--- config.mk ---
export PLATFORM = sky130hd
export DESIGN_NAME = l3_port_arbiter
export DESIGN_NICKNAME = d
export VERILOG_FILES = /design/src/rtl/l3_arb_pkg.sv /design/src/rtl/l3_rr_pick.sv /design/src/rtl/l3_port_arbiter.sv
export SDC_FILE = /design/constraint.sdc
export NUM_CORES = 1
export LEC_CHECK = 0
export BUFFER_PORTS_ARGS = -buffer_cell sky130_fd_sc_hd__buf_4
export CAP_MARGIN = 5
export CELL_PAD_IN_SITES_DETAIL_PLACEMENT = 1
export CELL_PAD_IN_SITES_GLOBAL_PLACEMENT = 1
export CORE_AREA = 2 2 157 159
export DETAILED_ROUTE_END_ITERATION = 10
export DIE_AREA = 0 0 159 161
export PLACE_DENSITY_LB_ADDON = 0.2
export SYNTH_ARGS = -nofsm -noshare
export SYNTH_HDL_FRONTEND = slang
export SYNTH_SLANG_ARGS = --single-unit
--- constraint.sdc ---
create_clock -name clk -period 4.7 [get_ports clk]
set_clock_uncertainty 0.1 [all_clocks]
set_input_delay 0.94 -clock clk [delete_from_list [all_inputs] [get_ports clk]]
set_output_delay 0.94 -clock clk [all_outputs]
set_load 0.005 [all_outputs]
--- src/rtl/l3_arb_pkg.sv ---
// Shared types and helpers for the L3 data-cache port arbiter.
package l3_arb_pkg;

  localparam int unsigned ADDR_W = 32;

  typedef enum logic [1:0] {
    StIdle,
    StBusy,
    StResp,
    StFlush
  } arb_state_e;

  // Width of an index into n items, never less than one bit.
  function automatic int unsigned clog2(input int unsigned n);
    int unsigned w;
    w = 1;
    while ((32'd1 << w) < n) begin
      w = w + 1;
    end
    return w;
  endfunction

endpackage

--- src/rtl/l3_rr_pick.sv ---
// Combinational round-robin picker: first set request after last_i, wrapping.
module l3_rr_pick
  import l3_arb_pkg::*;
#(
  parameter int unsigned NUM_REQ = 4,
  parameter int unsigned IDX_W   = clog2(NUM_REQ)
) (
  input  logic [NUM_REQ-1:0] req_i,
  input  logic [IDX_W-1:0]   last_i,
  output logic [NUM_REQ-1:0] grant_o,
  output logic [IDX_W-1:0]   idx_o,
  output logic               any_o
);

  always_comb begin
    int unsigned k;
    logic [IDX_W-1:0] kk;
    k       = 0;
    kk      = '0;
    grant_o = '0;
    idx_o   = '0;
    any_o   = 1'b0;
    for (int unsigned i = 0; i < NUM_REQ; i++) begin
      k  = (32'(last_i) + 32'd1 + i) % NUM_REQ;
      kk = IDX_W'(k);
      if (!any_o && req_i[kk]) begin
        any_o       = 1'b1;
        idx_o       = kk;
        grant_o[kk] = 1'b1;
      end
    end
  end

endmodule

--- src/rtl/l3_port_arbiter.sv ---
// Round-robin arbiter sharing the L3 data-cache port; one transaction in flight,
// flushes slotted between transactions. Define L3_ARB_TIMEOUT_EN for the BUSY watchdog.
module l3_port_arbiter
  import l3_arb_pkg::*;
#(
  parameter int unsigned NUM_REQ        = 4,
  parameter int unsigned DATA_LENGTH    = 32,
  parameter int unsigned TIMEOUT_CYCLES = 1024
) (
  input  logic                           clk,
  input  logic                           rst,
  input  logic [NUM_REQ-1:0]             req_valid,
  output logic [NUM_REQ-1:0]             req_ready,
  input  logic [NUM_REQ*ADDR_W-1:0]      req_addr,
  input  logic [NUM_REQ-1:0]             req_is_store,
  input  logic [NUM_REQ*DATA_LENGTH-1:0] req_wdata,
  output logic [NUM_REQ-1:0]             rsp_valid,
  output logic [DATA_LENGTH-1:0]         rsp_rdata,
  output logic                           rsp_err,
  input  logic                           flush_req,
  output logic                           flush_done,
  output logic                           l3_access_valid,
  output logic [ADDR_W-1:0]              l3_access_addr,
  output logic                           l3_access_is_store,
  output logic [DATA_LENGTH-1:0]         l3_store_data,
  input  logic [DATA_LENGTH-1:0]         l3_load_data,
  input  logic                           l3_done,
  output logic                           l3_flush
);

  localparam int unsigned IDX_W = clog2(NUM_REQ);

  if (NUM_REQ < 2 || NUM_REQ > 8 || TIMEOUT_CYCLES < 2) begin : g_cfg_err
    $error("l3_port_arbiter: unsupported parameter set");
  end

  arb_state_e             state_q, state_d;
  logic [IDX_W-1:0]       last_grant_q;
  logic [IDX_W-1:0]       owner_q;
  logic [ADDR_W-1:0]      addr_q;
  logic                   is_store_q;
  logic [DATA_LENGTH-1:0] wdata_q;
  logic [DATA_LENGTH-1:0] rdata_q;
  logic                   flush_pending_q, flush_pending_d;

  logic [NUM_REQ-1:0]     pick_grant;
  logic [IDX_W-1:0]       pick_idx;
  logic                   pick_any;
  logic                   flush_wanted;
  logic                   accept;
  logic                   timeout;

  logic [ADDR_W-1:0]      sel_addr;
  logic                   sel_store;
  logic [DATA_LENGTH-1:0] sel_wdata;

  l3_rr_pick #(
    .NUM_REQ(NUM_REQ),
    .IDX_W  (IDX_W)
  ) u_pick (
    .req_i  (req_valid),
    .last_i (last_grant_q),
    .grant_o(pick_grant),
    .idx_o  (pick_idx),
    .any_o  (pick_any)
  );

  // A flush always beats a new grant while idle.
  assign flush_wanted = flush_pending_q | flush_req;
  assign accept       = (state_q == StIdle) & ~flush_wanted & pick_any;

  always_comb begin
    sel_addr  = '0;
    sel_store = 1'b0;
    sel_wdata = '0;
    for (int unsigned k = 0; k < NUM_REQ; k++) begin
      if (pick_grant[k]) begin
        sel_addr  = req_addr[k*ADDR_W +: ADDR_W];
        sel_store = req_is_store[k];
        sel_wdata = req_wdata[k*DATA_LENGTH +: DATA_LENGTH];
      end
    end
  end

`ifdef L3_ARB_TIMEOUT_EN
  localparam int unsigned CNT_W = clog2(TIMEOUT_CYCLES) + 1;

  logic [CNT_W-1:0] tmo_cnt_q, tmo_cnt_d;
  logic             err_q, err_d;

  always_comb begin
    tmo_cnt_d = tmo_cnt_q;
    err_d     = err_q;
    if (accept) begin
      tmo_cnt_d = '0;
    end else if (state_q == StBusy) begin
      tmo_cnt_d = tmo_cnt_q + CNT_W'(1);
    end
    // l3_done wins over a coinciding timeout.
    if (state_q == StBusy) begin
      if (l3_done) begin
        err_d = 1'b0;
      end else if (timeout) begin
        err_d = 1'b1;
      end
    end
  end

  always_ff @(posedge clk or posedge rst) begin
    if (rst) begin
      tmo_cnt_q <= '0;
      err_q     <= 1'b0;
    end else begin
      tmo_cnt_q <= tmo_cnt_d;
      err_q     <= err_d;
    end
  end

  assign timeout = (state_q == StBusy) && (tmo_cnt_q == CNT_W'(TIMEOUT_CYCLES - 1));
  assign rsp_err = (state_q == StResp) && err_q;
`else
  assign timeout = 1'b0;
  assign rsp_err = 1'b0;
`endif

  always_ff @(posedge clk or posedge rst) begin
    if (rst) begin
      state_q <= StIdle;
    end else begin
      state_q <= state_d;
    end
  end

  always_comb begin
    state_d = state_q;
    case (state_q)
      StIdle: begin
        if (flush_wanted) begin
          state_d = StFlush;
        end else if (pick_any) begin
          state_d = StBusy;
        end
      end
      StBusy: begin
        if (l3_done || timeout) begin
          state_d = StResp;
        end
      end
      StResp:  state_d = StIdle;
      StFlush: state_d = StIdle;
      default: state_d = StIdle;
    endcase
  end

  always_comb begin
    req_ready          = '0;
    rsp_valid          = '0;
    rsp_rdata          = '0;
    flush_done         = 1'b0;
    l3_flush           = 1'b0;
    l3_access_valid    = 1'b0;
    l3_access_addr     = '0;
    l3_access_is_store = 1'b0;
    l3_store_data      = '0;
    case (state_q)
      StIdle: begin
        // Gate on rst so nothing is accepted while reset is held.
        if (accept && !rst) begin
          req_ready = pick_grant;
        end
      end
      StBusy: begin
        l3_access_valid    = 1'b1;
        l3_access_addr     = addr_q;
        l3_access_is_store = is_store_q;
        l3_store_data      = wdata_q;
      end
      StResp: begin
        rsp_valid[owner_q] = 1'b1;
        rsp_rdata          = rdata_q;
      end
      StFlush: begin
        flush_done = 1'b1;
        l3_flush   = 1'b1;
      end
      default: ;
    endcase
  end

  always_comb begin
    flush_pending_d = flush_pending_q;
    if (state_q == StFlush) begin
      flush_pending_d = 1'b0;
    end
    // Requests seen while idle are serviced directly, so they never set the sticky bit.
    if (flush_req && state_q != StIdle) begin
      flush_pending_d = 1'b1;
    end
  end

  always_ff @(posedge clk or posedge rst) begin
    if (rst) begin
      last_grant_q    <= IDX_W'(NUM_REQ - 1);
      owner_q         <= '0;
      addr_q          <= '0;
      is_store_q      <= 1'b0;
      wdata_q         <= '0;
      rdata_q         <= '0;
      flush_pending_q <= 1'b0;
    end else begin
      flush_pending_q <= flush_pending_d;
      if (accept) begin
        owner_q    <= pick_idx;
        addr_q     <= sel_addr;
        is_store_q <= sel_store;
        wdata_q    <= sel_wdata;
      end
      if (state_q == StBusy) begin
        if (l3_done) begin
          rdata_q <= is_store_q ? '0 : l3_load_data;
        end else if (timeout) begin
          rdata_q <= '0;
        end
      end
      if (state_q == StResp) begin
        last_grant_q <= owner_q;
      end
    end
  end

endmodule

==> metrics.txt, run 1 <==
outcome finished clean; Final Critical Period 4.509 ns; cts repair resizes 0; number of synthesized register bits 104; area share of the largest cell type after synthesis 34.01%; All-Layer GR Usage 26.97%; Leak 5.138 nW; area growth from synthesis to layout 47.18%; Final WS setup 0.1914 ns; CTS Root Buffer Type clkbuf_16; slew margin rel. 24.57%; num ports 409; Avg Cell Area, Syn 8.376 µm²; synth top area cells dfrtp_1 34%, and2_1 14%, a32oi_1 7.9%, a221oi_1 7.7%, o22ai_1 5.6%; XOR/XNOR Fraction of Synth Area 0%; CTS Hold Bufs 0; Tcrit/Tclk final 95.93%; share of cells above drive strength 1 38.09%; Commonest cells post-synth 164 x and2_1, 102 x dfrtp_1, 80 x clkbuf_1, 72 x nor2_1, 68 x a32oi_1; largest family of logic cells by synthesized area simple AND/OR/NAND/NOR gates; hpwl dp 25170 µm; Clock Pin Slew Worst Setup and Hold Paths 0.08 ns; Max Clock Freq 221.8 MHz; Synth Area in Simple Gates 29.89%; total design power 6.461 mW; Core Rows 57; Max-Cap Viols 0; routed len/inst 22.74 µm; area fraction in compound gates after synthesis 25.84%; GR Layer Usage met3 6.163%; antenna cell count 0; M1 GR Usage 33.17%; WL final 35430 µm; Critical Path Fanout Max 14; Antenna Nets Post-Route 0; final net count 1536; placed inst area 10730 µm²; CP Data Arrival Time 3.47 ns; DR iter-0 viols 451; ys flop type dfrtp_1; Final Max Slew Viols 0; vias in the first global route 8964; Tightest Hold Check Type register to register; Post-route DRC 0; worst ir drop on vdd 0.5150 mV; number of flops mapped to enable cells by yosys 0; Least-Margin Pin Slew 1.126 ns; Gate Count Post-Synth 896; vias after detailed routing 8510; IO buf count 407; met2 usage 46.68%; largest net degree at the start of global routing 68; CTS tree yes; Data required, critical path 3.66 ns; Initial Util 31.32%; core box area 23960 µm²; Mapped Area 7505 µm²; Die W 159 µm; Worst Setup End Kind output port; initial antenna violation count 1; worst skew pair latency 0.35 ns; vias per cell 5.462; pre-CTS setup slack 0.5250 ns; slowest stage delay, CP 0.72 ns; first-pass GRT wire length 54120 µm; Yosys cell types 48; first drt pass iteration count 5; GP Congestion 0.8429; Die Y 161 µm; Bufs and invs on worst path 2; worst-path cell chain inv_2, ha_1, or2_0, nand3_1, a21oi_1, or4_2, or3_1, a21oi_1, buf_4; layer with the highest usage met2; TritonCTS Buffers 9; Synthesized Nets 1203; post-synthesis mux area share 1.734%; unrepaired setup endpoints after global routing no; # setup viols final 0; Top delay family on crit path simple AND/OR/NAND/NOR gates; most frequent CP cell a21oi_1; sequential-to-total area share from yosys stat 34.71%; Final Hold Vio Count 0; Worst path slowest cell dfstp_4; Die ar. 25600 µm²; Finished Cell Area 11050 µm²; postcts setup bufs 0; TritonCTS Sinks 104; area leader, netlist dfrtp_1; most numerous cell in the Yosys netlist and2_1; Max Root-Sink Buffers 2; Power Density 584.9 nW/µm²; Fin Setup TNS 0 ns; Remaining Overflow, GRT 0; Worst setup SP type register; Adder-Cell Fraction of Synth Area 1.167%; CP Class register to output port; Post-synth ARST share 100.0%; Ys Warns 0; H-tree Lvls 3
[stage by stage]
| stage | instances | hold WS, ns | util (%) |
|---|---|---|---|
| floorplan | 896 | 0.3418 | - |
| global placement | 1542 | 0.3543 | 44.77 |
| detailed placement | 1542 | 0.3617 | 44.77 |
| CTS | 1558 | 0.3804 | 46.08 |
| global route | 1558 | 0.3989 | 46.09 |
| finish | 1558 | 0.3753 | 46.09 |
[per-layer routing]
metal  up-vias  wire [µm]
met3        60       2416
li1       3972          -
met1      4143      14180
met5         -         11
met2       333      17680
met4         2       1136
[tightest hold or removal path, cell delays in order (launching register included)]
cell and delay, ns:
dfrtp_1 0.34, nand2_1 0.04, o21ai_0 0.06
[final timing paths]
path	cells past startpoint	end	slack, ns	startpoint
min	2	rdata_q[25]	0.38	rdata_q[25]
min reg2reg	2	rdata_q[25]	0.38	rdata_q[25]
min in group asynchronous	2	wdata_q[5]	0.59	rst
max reg2reg	8	addr_q[7]	0.67	last_grant_q[0]
max	9	req_ready[3]	0.19	last_grant_q[0]
max in group asynchronous	3	wdata_q[6]	2.99	rst
[cells in the final DEF (no fill, tap or decap), drive strengths merged, types with 33 or more instances in the layout]
| master | Yosys | routed |
|---|---|---|
| o21ai | 36 | 36 |
| and2 | 164 | 164 |
| dfrtp | 102 | 102 |
| buf | 26 | 428 |
| nand2b | 33 | 33 |
| a32oi | 68 | 68 |
| nor2 | 72 | 72 |
| o22ai | 67 | 67 |
| a221oi | 66 | 66 |
| nand2 | 38 | 38 |
| and3 | 66 | 66 |
[power breakdown]
group,total [mW],switching [mW],internal (mW)
combinational,4.01,2.39,1.63
sequential,1.62,0.278,1.34
clock,0.826,0.388,0.438
total,6.46,3.05,3.41
[cell type report]
class                           instances  area, µm²
Sequential cell                       104       2609
Inverter                                6      25.02
Clock inverter                          6      73.82
Fill cell                            2913      12920
Clock buffer                           10      239.0
Tap cell                              324      405.4
Timing Repair Buffer                  428       3213
Multi-Input combinational cell        680       4481
[registers in the layout, summed over array words and instances (netlist names)]
register and count:
flush_pending_q 1, addr_q 32, last_grant_q 2, rdata_q 32, state_q 2, owner_q 2
wdata_q 32, is_store_q 1
[cell families after synthesis]
logic type,count (synthesis)
adder cells (fa/ha/maj),7
AO/OA/AOI/OAI,260
multiplexers,10
AND/OR/NAND/NOR,402
other,1
flip-flops,104
buffers and inverters,112
(Power assumes the default switching activity.)
==> run 2: changes to the inputs <==
--- a/config.mk
+++ b/config.mk
@@ -12,7 +12,7 @@
 export CORE_AREA = 2 2 157 159
 export DETAILED_ROUTE_END_ITERATION = 10
 export DIE_AREA = 0 0 159 161
-export PLACE_DENSITY_LB_ADDON = 0.2
+export PLACE_DENSITY_LB_ADDON = 0.1
 export SYNTH_ARGS = -nofsm -noshare
 export SYNTH_HDL_FRONTEND = slang
 export SYNTH_SLANG_ARGS = --single-unit
==> run 2 against run 1 <==
  * Non-clock buffer count decreased by 3
  * Largest power group unchanged
  * Combinational power hardly changed
  * Power increased by 0.22%
  * Flip-flop and latch count is the same
  * Die area did not move
  * Final area hardly changed
  * Wire length fell by 0.56%
==> metrics.txt, run 2 (synthesis results as in run 1) <==
vias after detailed routing 8550 (was 8510); CP Class register to output port (unchanged); Final Critical Period 4.497 ns (was 4.509 ns); Initial Util 31.32% (unchanged); hpwl dp 24810 µm (was 25170 µm); Max Clock Freq 222.4 MHz (was 221.8 MHz); H-tree Lvls 3 (unchanged); Data required, critical path 3.66 ns (about the same); Fin Setup TNS 0 ns (unchanged); pre-CTS setup slack 0.5337 ns (was 0.5250 ns); slew margin rel. 31.64% (was 24.57%); Final Max Slew Viols 0 (unchanged); Max-Cap Viols 0 (unchanged); Final Hold Vio Count 0 (unchanged); top flop regs addr_q x32, rdata_q x32, wdata_q x32 (unchanged); commonest cells after routing, fill and taps aside 424 x buf_4, 164 x and2_1, 102 x dfrtp_1, 72 x nor2_1, 67 x o22ai_1 (was 428 x buf_4, 164 x and2_1, 102 x dfrtp_1, 72 x nor2_1, 67 x o22ai_1); Tcrit/Tclk final 95.67% (was 95.93%); vias in the first global route 8985 (was 8964); # setup viols final 0 (unchanged); Power Density 586.6 nW/µm² (was 584.9 nW/µm²); Die ar. 25600 µm² (unchanged); Core Rows 57 (unchanged); Post-route DRC 0 (unchanged); Hold Crit Depth 2 (unchanged); slowest stage delay, CP 0.72 ns (about the same); CP Data Arrival Time 3.46 ns (was 3.47 ns); Max Root-Sink Buffers 2 (unchanged); vias per cell 5.495 (was 5.462); worst ir drop on vdd 0.3860 mV (was 0.5150 mV); Tightest Hold Check Type register to register (unchanged); Worst path slowest cell dfstp_4 (unchanged); CTS Hold Bufs 0 (unchanged); first-pass GRT wire length 53680 µm (was 54120 µm); Die Y 161 µm (unchanged); unrepaired setup endpoints after global routing no (unchanged); TritonCTS Sinks 104 (unchanged); CTS tree yes (unchanged); worst skew pair latency 0.36 ns (was 0.35 ns); R2R depth 10 (was 8); Leak 5.122 nW (was 5.138 nW); WL final 35230 µm (was 35430 µm); Least-Margin Pin Slew 1.025 ns (was 1.126 ns); Worst setup SP type register (unchanged); outcome finished clean (unchanged); Worst Setup End Kind output port (unchanged); first drt pass iteration count 5 (unchanged); num ports 409 (unchanged); worst-path cell chain inv_2, ha_1, or2_0, nand3_1, a21oi_1, or4_2, or3_1, nor2b_1, buf_4 (was inv_2, ha_1, or2_0, nand3_1, a21oi_1, or4_2, or3_1, a21oi_1, buf_4); share of cells above drive strength 1 37.94% (was 38.09%); routed len/inst 22.64 µm (was 22.74 µm); Remaining Overflow, GRT 0 (unchanged); IO buf count 407 (unchanged); All-Layer GR Usage 26.94% (was 26.97%); TritonCTS Buffers 9 (unchanged); Die W 159 µm (unchanged); Clock Pin Slew Worst Setup and Hold Paths 0.08 ns (about the same); most common cell after layout, fill and taps aside buf_4 (unchanged); CTS Root Buffer Type clkbuf_16 (unchanged); final net count 1533 (was 1536); Antenna Nets Post-Route 0 (unchanged); DR iter-0 viols 455 (was 451); Final WS setup 0.2034 ns (was 0.1914 ns); Critical Path Fanout Max 14 (unchanged); core box area 23960 µm² (unchanged); GP Congestion 0.8662 (was 0.8429); initial antenna violation count 1 (unchanged); area growth from synthesis to layout 47.08% (was 47.18%); largest net degree at the start of global routing 69 (was 68)
==> run 2: cell count changes in the layout (fill, tap and decap cells not counted), sizes merged <==
cell,previous run,this run
clkinv,1,0
clkbuf,10,9
buf,428,425
clkinvlp,1,2
diode,0,1
inv,9,10
==> run 2: worst max-delay path, delay by kind of cell, from the launching register on <==
family	cells	cell delay [ns]
AO/OA/AOI/OAI	1	0.11
flip-flops	1	0.72
AND/OR/NAND/NOR	5	1.74
buffers and inverters	2	0.25
adder cells (fa/ha/maj)	1	0.28
==> run 2: what timing repair did <==
action / in CTS / in global routing
endpoints found under the setup margin: 0 / 1
buffers inserted: 0 / 0
gates resized for setup: 0 / 1
==> run 2: power breakdown <==
part	leakage (nW)	total, mW	switching (mW)	internal [mW]
Sequential	1.26	1.63	0.286	1.34
Clock	0.148	0.823	0.395	0.428
Combinational	3.72	4.02	2.38	1.64
==> run 2: final timing paths <==
kind / start / end / slack, ns
worst max-delay path: last_grant_q[0] / req_ready[0] / 0.20
worst min-delay path: rdata_q[12] / rdata_q[12] / 0.38
worst max register to register: last_grant_q[0] / wdata_q[14] / 0.55
worst min register to register: rdata_q[12] / rdata_q[12] / 0.38
max in group asynchronous: rst / wdata_q[19] / 2.97
min in group asynchronous: rst / rdata_q[24] / 0.61
==> run 2: cell type report <==
cell class                 count  area, µm²
fill                        2888      12920
multi-input combinational    680       4481
timing repair buffer         425       3203
sequential                   104       2609
tap                          324      405.4
clock buffer                   9      225.2
clock inverter                 7      87.58
inverter                       6      25.02
antenna                        1      2.502
==> run 2: metal layers <==
metal	GRT usage, %	vias to the layer above	wire, µm
met5	0	-	0
met4	10.25	0	1246
met3	6.292	60	2518
met2	46.13	358	17130
met1	33.06	4157	14330
li1	-	3975	-
==> run 2: through the flow <==
step | total power, mW | hold WS [ns] | utilization [%] | cells | area, µm²
final | 6.475 | 0.3751 | 46.06 | 1556 | 11040
after global routing | 6.963 | 0.4063 | 46.06 | 1556 | 11040
after CTS | 6.521 | 0.3812 | 46.04 | 1555 | 11030
after detailed placement | 5.674 | 0.3627 | 44.73 | 1539 | 10720
after global placement | 5.615 | 0.3545 | 44.73 | 1539 | 10720
after floorplan | 4.022 | 0.3418 | - | 896 | 7505
==> run 3: changes to the inputs <==
--- a/config.mk
+++ b/config.mk
@@ -10,6 +10,7 @@
 export CELL_PAD_IN_SITES_DETAIL_PLACEMENT = 1
 export CELL_PAD_IN_SITES_GLOBAL_PLACEMENT = 1
 export CORE_AREA = 2 2 157 159
+export CTS_CLUSTER_SIZE = 40
 export DETAILED_ROUTE_END_ITERATION = 10
 export DIE_AREA = 0 0 159 161
 export PLACE_DENSITY_LB_ADDON = 0.1
==> constraint.sdc (replaced) <==
create_clock -name clk -period 4.8 [get_ports clk]
set_clock_uncertainty 0.1 [all_clocks]
set_input_delay 0.96 -clock clk [delete_from_list [all_inputs] [get_ports clk]]
set_output_delay 0.96 -clock clk [all_outputs]
set_load 0.005 [all_outputs]
==> run 3 against run 2 <==
  * Critical endpoint unchanged
  * Non-clock buffer count is 1 lower
  * Sequential share of layout area hardly changed
  * Largest cell class unchanged
  * Final cell count hardly changed
  * Global-route usage is 0.056 points higher
==> metrics.txt, run 3 (synthesis results as in run 1) <==
TritonCTS Buffers 9 (unchanged); area growth from synthesis to layout 46.98% (was 47.08%); Die Y 161 µm (unchanged); met1 WL 14360 µm (was 14330 µm); initial antenna violation count 1 (unchanged); Core Rows 57 (unchanged); postcts setup bufs 0 (unchanged); final net count 1532 (was 1533); multi-input logic area 4481 µm² (unchanged); Critical Path Fanout Max 14 (unchanged); met3 routed WL 2229 µm (was 2518 µm); outcome finished clean (unchanged); # setup viols final 0 (unchanged); Tcrit/Tclk final 95.82%; slew margin rel. 32.90% (was 31.64%); commonest cells after routing, fill and taps aside 423 x buf_4, 164 x and2_1, 102 x dfrtp_1, 72 x nor2_1, 67 x o22ai_1 (was 424 x buf_4, 164 x and2_1, 102 x dfrtp_1, 72 x nor2_1, 67 x o22ai_1); Worst setup SP type register (unchanged); unrepaired setup endpoints after global routing no (unchanged); Max-Cap Viols 0 (unchanged); most common cell after layout, fill and taps aside buf_4 (unchanged); CTS Root Buffer Type clkbuf_16 (unchanged); Antenna Nets Post-Route 0 (unchanged); vias after detailed routing 8504 (was 8550); Post-route DRC 0 (unchanged); final core occ 46.03% (was 46.06%); WL final 35540 µm (was 35230 µm); core box area 23960 µm² (unchanged); Final Critical Period 4.599 ns; Die W 159 µm (unchanged); first drt pass iteration count 4 (was 5); Worst Setup End Kind output port (unchanged); CTS Hold Bufs 0 (unchanged); Remaining Overflow, GRT 0 (unchanged); Data required, critical path 3.74 ns (was 3.66 ns); Final Hold Vio Count 0 (unchanged); All-Layer GR Usage 27.00% (was 26.94%); TritonCTS Sinks 104 (unchanged); FF+latch area 2605 µm² (was 2609 µm²); Fin Setup TNS 0 ns (unchanged); first-pass GRT wire length 53660 µm (was 53680 µm); Final Max Slew Viols 0 (unchanged); top flop regs addr_q x32, rdata_q x32, wdata_q x32 (unchanged); Power Density 572.9 nW/µm² (was 586.6 nW/µm²); metal2 WL 17710 µm (was 17130 µm); vias per cell 5.469 (was 5.495); worst skew pair latency 0.36 ns (about the same); hpwl dp 24820 µm (was 24810 µm); IO buf count 407 (unchanged); GP Congestion 0.8257 (was 0.8662); worst ir drop on vdd 0.3366 mV (was 0.3860 mV); largest net degree at the start of global routing 69 (unchanged); Max Clock Freq 217.4 MHz; Die ar. 25600 µm² (unchanged); Initial Util 31.32% (unchanged); routed len/inst 22.85 µm (was 22.64 µm); share of cells above drive strength 1 37.89% (was 37.94%); CP Data Arrival Time 3.54 ns (was 3.46 ns); highest layer used for signal routing met4 (unchanged); DR iter-0 viols 474 (was 455); vias in the first global route 8823 (was 8985); cts repair resizes 0 (unchanged); H-tree Lvls 3 (unchanged); Least-Margin Pin Slew 1.007 ns (was 1.025 ns); Leak 5.124 nW (was 5.122 nW); Clock Pin Slew Worst Setup and Hold Paths 0.09 ns (was 0.08 ns); Fillers 2921 (was 2888); CTS tree yes (unchanged); Max Root-Sink Buffers 2 (unchanged); num ports 409 (unchanged); CP Class register to output port (unchanged); Tightest Hold Check Type register to register (unchanged)
run 3: report_power, final:
part           switching [mW]  leakage, nW  internal, mW
clock network           0.394        0.156         0.419
registers               0.276         1.26          1.31
logic                    2.33         3.71          1.59
run 3: per-stage QoR:
step                cells  worst slack (ns)  cell area [µm²]  hold slack [ns]  total power [mW]
floorplan             896            0.8595             7505           0.3418             3.939
global placement     1538            0.5462            10710           0.3536             5.492
CTS                  1554            0.1907            11030           0.3803             6.358
finish               1555            0.2006            11030           0.3755             6.320
detailed placement   1538            0.4562            10710           0.3627             5.533
global route         1555           0.05341            11030           0.3932             6.784
run 3: final cells by class:
type                    instances  area share [%]
diodes                          1         0.02269
clock buffers                   9           2.042
clock inverters                 7          0.8280
inverters                       6          0.2269
multi-input cells             680           40.62
flip-flops and latches        104           23.62
well taps                     324           3.675
repair buffers                424           28.97
run 3: metal layers:
layer	vias to the layer above	GRT usage [%]
met5	-	0
met4	0	9.959
met3	54	5.675
met2	325	47.21
met1	4157	32.83
li1	3968	-
run 3: worst max-delay path, stage by stage, from the launching register on:
cell and delay [ns]:
dfstp_2 0.73, inv_2 0.15, ha_1 0.30, or2_0 0.32
nand3_1 0.13, a21oi_1 0.12, or4_2 0.65, or3_1 0.44
nor2b_1 0.20, buf_4 0.15
run 3: final timing paths:
check,startpoint,endpoint,slack [ns],depth (start not counted)
min in group asynchronous,rst,rdata_q[17],0.69,2
hold reg to reg,rdata_q[5],rdata_q[5],0.38,2
setup reg to reg,last_grant_q[0],addr_q[14],0.52,10
setup / recovery,last_grant_q[0],req_ready[0],0.20,9
hold / removal,rdata_q[5],rdata_q[5],0.38,2
max in group asynchronous,rst,rdata_q[23],3.00,3
